[src/rtl/debounce_pkg.sv]
// Shared definitions for the input debounce block and its synchronizer.
package debounce_pkg;

  // Two-bit FSM encoding; all four codes are used.
  typedef enum logic [1:0] {
    ST_LOW       = 2'd0,
    ST_PEND_HIGH = 2'd1,
    ST_HIGH      = 2'd2,
    ST_PEND_LOW  = 2'd3
  } state_t;

  // Legal parameter ranges.
  localparam int SYNC_STAGES_MIN = 2;
  localparam int SYNC_STAGES_MAX = 4;
  localparam int DEBOUNCE_MIN    = 2;
  localparam int GLITCH_W_MIN    = 1;

  // True when the parameter set is usable: the counter must be able to
  // hold DEBOUNCE_CYCLES-1 without wrapping.
  function automatic bit params_ok(input int sync_stages, input int debounce_cycles,
                                   input int cnt_w, input int glitch_w);
    return (sync_stages >= SYNC_STAGES_MIN) && (sync_stages <= SYNC_STAGES_MAX) &&
           (debounce_cycles >= DEBOUNCE_MIN) &&
           (cnt_w >= 1) && (cnt_w < 31) &&
           (debounce_cycles <= (1 << cnt_w) - 1) &&
           (glitch_w >= GLITCH_W_MIN);
  endfunction

endpackage

[src/rtl/sync_chain.sv]
// Multi-flop synchronizer for a single asynchronous level.
module sync_chain #(
  parameter int STAGES = 2
) (
  input  logic clk,
  input  logic reset,   // active-low, asynchronous
  input  logic d,
  output logic q
);

  logic [STAGES-1:0] sq;

  // Shift the raw level through STAGES flops; only stage 0 sees d.
  always_ff @(posedge clk or negedge reset) begin
    if (!reset) sq <= '0;
    else        sq <= {sq[STAGES-2:0], d};
  end

  assign q = sq[STAGES-1];

endmodule

[src/rtl/input_debounce.sv]
// Debounces a raw asynchronous level: synchronize, then qualify each level
// change with DEBOUNCE_CYCLES consecutive agreeing samples. Aborted pending
// transitions are counted (saturating) for debug.
module input_debounce
  import debounce_pkg::*;
#(
  parameter int SYNC_STAGES     = 2,
  parameter int DEBOUNCE_CYCLES = 8,
  parameter int CNT_W           = 4,
  parameter int GLITCH_W        = 8
) (
  input  logic                clk,
  input  logic                reset,   // active-low, asynchronous
  input  logic                in_raw,
  output logic                out,
  output logic                rise,
  output logic                fall,
  output logic [GLITCH_W-1:0] glitch_cnt
);

  localparam bit             PARAMS_OK = params_ok(SYNC_STAGES, DEBOUNCE_CYCLES, CNT_W, GLITCH_W);
  localparam logic [CNT_W-1:0] CNT_LAST = CNT_W'(DEBOUNCE_CYCLES - 1);
  localparam logic [CNT_W-1:0] CNT_ONE  = CNT_W'(1);
  localparam logic [GLITCH_W-1:0] GLITCH_MAX = {GLITCH_W{1'b1}};
  localparam logic [GLITCH_W-1:0] GLITCH_ONE = GLITCH_W'(1);

  logic             sync_q;
  state_t           state, state_nxt;
  logic [CNT_W-1:0] cnt, cnt_nxt;
  logic             out_nxt, rise_nxt, fall_nxt, glitch_inc;

  sync_chain #(.STAGES(SYNC_STAGES)) u_sync (
    .clk   (clk),
    .reset (reset),
    .d     (in_raw),
    .q     (sync_q)
  );

  // Flag an unusable parameter set in simulation.
  always_ff @(posedge clk) begin
    assert (PARAMS_OK);
  end

  // State and qualification counter.
  always_ff @(posedge clk or negedge reset) begin
    if (!reset) begin
      state <= ST_LOW;
      cnt   <= '0;
    end else begin
      state <= state_nxt;
      cnt   <= cnt_nxt;
    end
  end

  // Next state, counter and registered-output next values.
  always_comb begin
    state_nxt  = state;
    cnt_nxt    = cnt;
    out_nxt    = out;
    rise_nxt   = 1'b0;
    fall_nxt   = 1'b0;
    glitch_inc = 1'b0;
    case (state)
      ST_LOW: begin
        out_nxt = 1'b0;
        if (sync_q) begin
          state_nxt = ST_PEND_HIGH;
          cnt_nxt   = CNT_ONE;
        end
      end
      ST_PEND_HIGH: begin
        if (!sync_q) begin
          state_nxt  = ST_LOW;
          cnt_nxt    = '0;
          glitch_inc = 1'b1;
        end else if (cnt == CNT_LAST) begin
          state_nxt = ST_HIGH;
          cnt_nxt   = '0;
          out_nxt   = 1'b1;
          rise_nxt  = 1'b1;
        end else begin
          cnt_nxt = cnt + CNT_ONE;
        end
      end
      ST_HIGH: begin
        out_nxt = 1'b1;
        if (!sync_q) begin
          state_nxt = ST_PEND_LOW;
          cnt_nxt   = CNT_ONE;
        end
      end
      ST_PEND_LOW: begin
        if (sync_q) begin
          state_nxt  = ST_HIGH;
          cnt_nxt    = '0;
          glitch_inc = 1'b1;
        end else if (cnt == CNT_LAST) begin
          state_nxt = ST_LOW;
          cnt_nxt   = '0;
          out_nxt   = 1'b0;
          fall_nxt  = 1'b1;
        end else begin
          cnt_nxt = cnt + CNT_ONE;
        end
      end
      default: begin
        // Unreachable code: fall back to a known idle state.
        state_nxt = ST_LOW;
        cnt_nxt   = '0;
        out_nxt   = 1'b0;
      end
    endcase
  end

  // Registered level and edge pulses.
  always_ff @(posedge clk or negedge reset) begin
    if (!reset) begin
      out  <= 1'b0;
      rise <= 1'b0;
      fall <= 1'b0;
    end else begin
      out  <= out_nxt;
      rise <= rise_nxt;
      fall <= fall_nxt;
    end
  end

  // Saturating count of aborted pending transitions.
  always_ff @(posedge clk or negedge reset) begin
    if (!reset)                                  glitch_cnt <= '0;
    else if (glitch_inc && glitch_cnt != GLITCH_MAX) glitch_cnt <= glitch_cnt + GLITCH_ONE;
  end

endmodule
[config.mk]
export PLATFORM = sky130hd
export DESIGN_NAME = input_debounce
export DESIGN_NICKNAME = d
export VERILOG_FILES = /design/src/rtl/debounce_pkg.sv /design/src/rtl/sync_chain.sv /design/src/rtl/input_debounce.sv
export SDC_FILE = /design/constraint.sdc
export NUM_CORES = 1
export LEC_CHECK = 0
export CORE_MARGIN = 10
export CORE_UTILIZATION = 55
export CTS_BUF_LIST = sky130_fd_sc_hd__clkbuf_8
export CTS_CLUSTER_SIZE = 14
export DETAILED_ROUTE_END_ITERATION = 8
export GPL_TIMING_DRIVEN = 0
export HOLD_SLACK_MARGIN = 0.06
export PLACE_DENSITY = 0.81
export SYNTH_ARGS = -nofsm -noshare
export SYNTH_HDL_FRONTEND = slang
export SYNTH_SLANG_ARGS = --single-unit
[constraint.sdc]
create_clock -name clk -period 1.79 [get_ports clk]
set_input_delay 0.179 -clock clk [delete_from_list [all_inputs] [get_ports clk]]
set_output_delay 0.179 -clock clk [all_outputs]
set_load 0.01 [all_outputs]
==> run summary, run 1 <==
critical path class -> register to register
DRT Wirelength -> 1710 um
Initial Utilization -> 0.568
Congestion Overflow GR -> 0
CP max FO -> 8
# clock sinks -> 19
CTS H-tree lvls -> 1
TritonCTS buffer count -> 3
GRT Util Overall -> 0.102
Placement Setup Slack -> 0.197 ns
clk slew on worst S/H paths -> 0.07 ns
Yosys top cell area share -> 0.495
antenna violations before repair -> 0
Hold Buf Count CTS -> 0
DRT Pass-1 Iters -> 4
PwrDens -> 1590 nW/um^2
Cell Area, Placed -> 1110 sq um
row count -> 15
Layout Utilization -> 0.685
IO Count -> 14
Mapped Avg Cell Area -> 11.6 sq um
chip height -> 61.8 um
n_diodes -> 0
CP Launch Type -> register
Final ANT Viol Nets -> 0
clock root buffer -> clkbuf_8
fin. max-slew vios -> 0
number of global-route vias before repair -> 642
Yosys Warn Count -> 0
Net Count, Synth -> 92
outcome -> finished, final reports clean
layout cells sized above 1 -> 0.130
Design Area, Final -> 1160 sq um
largest net degree at the start of global routing -> 20
total setup buffers inserted after CTS -> 0
Synth area leader -> dfrtp_1
Die X-Extent -> 61.8 um
setup_tns -> 0 ns
RSZ-0062 raised after global routing -> false
CORE AREA -> 1690 sq um
Post-Synthesis Cells -> 83
Seq/Total Area, Yosys -> 0.495
routed via count -> 649
nets -> 110
clk_lat worst skew -> 0.26 ns
Leakage -> 0.553 nW
first-pass GRT wire length -> 2870 um
CP Capture Type -> register
final hold slack -> 0.353 ns
r2r setup slk -> 0.16 ns
Vias/cell -> 5.55
Wirelength per Cell -> 14.6 um
largest cells by area after synthesis -> dfrtp_1 (50%), ha_1 (7.8%), xor2_1 (6.4%)
Remaining DRCs -> 0
critical path data required time -> 1.93 ns
Fin. Hold Viols -> 0
# resized after CTS -> 0
post-synthesis cell type count -> 25
Final setup viols -> 0
HPWL Detailed -> 1270 um
most frequent cells in the layout -> dfrtp_1 (19), clkdlybuf4s50_1 (13), nor2_1 (8)
clk_skew -> 0.00187 ns
final period demand of the worst path -> 1.63 ns
clk buf depth -> 2
First DRT Iteration DRCs -> 13
port bufs -> 13
die area -> 3820 sq um
Layout area overhead -> 20.6%
fmax -> 615 MHz
Hold Crit Class -> register to register
worst-margin pin slew -> 0.820 ns
maximum vdd drop -> 890 uV
gpl congestion -> 0.772
TritonCTS clock tree -> built
#FFs+latches synth -> 19
Max Cap Viol -> 0
most common cell after layout, fill and taps aside -> dfrtp_1
Relative slew margins -> 0.451
synthesized area -> 960 sq um
final setup margin -> 0.163 ns
crit path DAT -> 1.77 ns
final period utilization -> 0.909
-- state kept, by name, indices dropped and copies added (netlist names), named ones only --
name,count
glitch_cnt,8
cnt,4
u_sync.sq,2
fall,1
out,1
rise,1
state,1
-- final timing paths --
path                                         from                        end  depth (start not counted)
max reg2reg                  state[0]$_DFFE_PN0P_  glitch_cnt[1]$_DFFE_PN0P_                          4
min                        u_sync.sq[0]$_DFF_PN0_     u_sync.sq[1]$_DFF_PN0_                          0
max                          state[0]$_DFFE_PN0P_  glitch_cnt[1]$_DFFE_PN0P_                          4
max in group asynchronous                   reset     u_sync.sq[1]$_DFF_PN0_                          1
min in group asynchronous                   reset         cnt[2]$_DFFE_PN0P_                          1
min reg2reg                u_sync.sq[0]$_DFF_PN0_     u_sync.sq[1]$_DFF_PN0_                          0
-- cell usage after synthesis, drive strengths merged --
| cell type | number |
|---|---|
| xor2 | 7 |
| nor3b | 1 |
| a22o | 2 |
| nor4 | 1 |
| nor2 | 8 |
| nand3 | 2 |
| dfrtp | 19 |
| nor4b | 1 |
| mux2i | 2 |
| buf | 1 |
| mux2 | 5 |
| nand4 | 2 |
| a21boi | 1 |
| nand3b | 1 |
| nand2 | 7 |
| xnor2 | 1 |
| inv | 4 |
| nor3 | 2 |
| nor2b | 1 |
| a21oi | 2 |
| o21ai | 7 |
| ha | 6 |
-- kinds of logic after synthesis --
group,share of synthesized area
adder cells (fa/ha/maj),0.0782
AO/OA/AOI/OAI,0.0887
multiplexers,0.0913
AND/OR/NAND/NOR,0.146
flip-flops,0.495
XOR/XNOR,0.0730
buffers and inverters,0.0274
-- power breakdown --
group,switching [mW],internal [mW]
clock,0.143,0.155
sequential,0.134,0.563
combinational,0.422,0.426
-- layer usage --
| layer | wire length (um) | vias to the layer above | track usage |
|---|---|---|---|
| met4 | 34 | 0 | 0.0573 |
| met3 | 92 | 4 | 0.0305 |
| li1 | - | 316 | - |
| met1 | 760 | 318 | 0.124 |
| met5 | 0 | - | 0 |
| met2 | 826 | 11 | 0.155 |
-- worst max-delay path, stage by stage (launching register included) --
cell	delay (ns)
dfrtp_1	0.42
ha_1	0.30
mux2_4	0.30
o21ai_4	0.13
mux2_2	0.37
-- final cells by class --
cell class                 count  area [sq um]
timing repair buffer          13           130
clock buffer                   3          41.3
sequential                    19           475
inverter                       4          15.0
buffer                         1          11.3
clock inverter                 1          5.00
fill                         130           532
multi-input combinational     59           458
tap                           17          21.3
-- stage by stage --
| stage | instances | total power [mW] |
|---|---|---|
| after floorplan | 83 | 1.25 |
| after global placement | 113 | 1.51 |
| after detailed placement | 113 | 1.55 |
| after CTS | 117 | 1.85 |
| after global routing | 117 | 1.99 |
| final | 117 | 1.84 |
(Power assumes the default switching activity.)
==> run 2, diff against run 1 <==
Settings changed: CAP_MARGIN from default to 10.
==> results of run 2 <==
No change in the layout: final DEF, timing and power equal those of run 1.
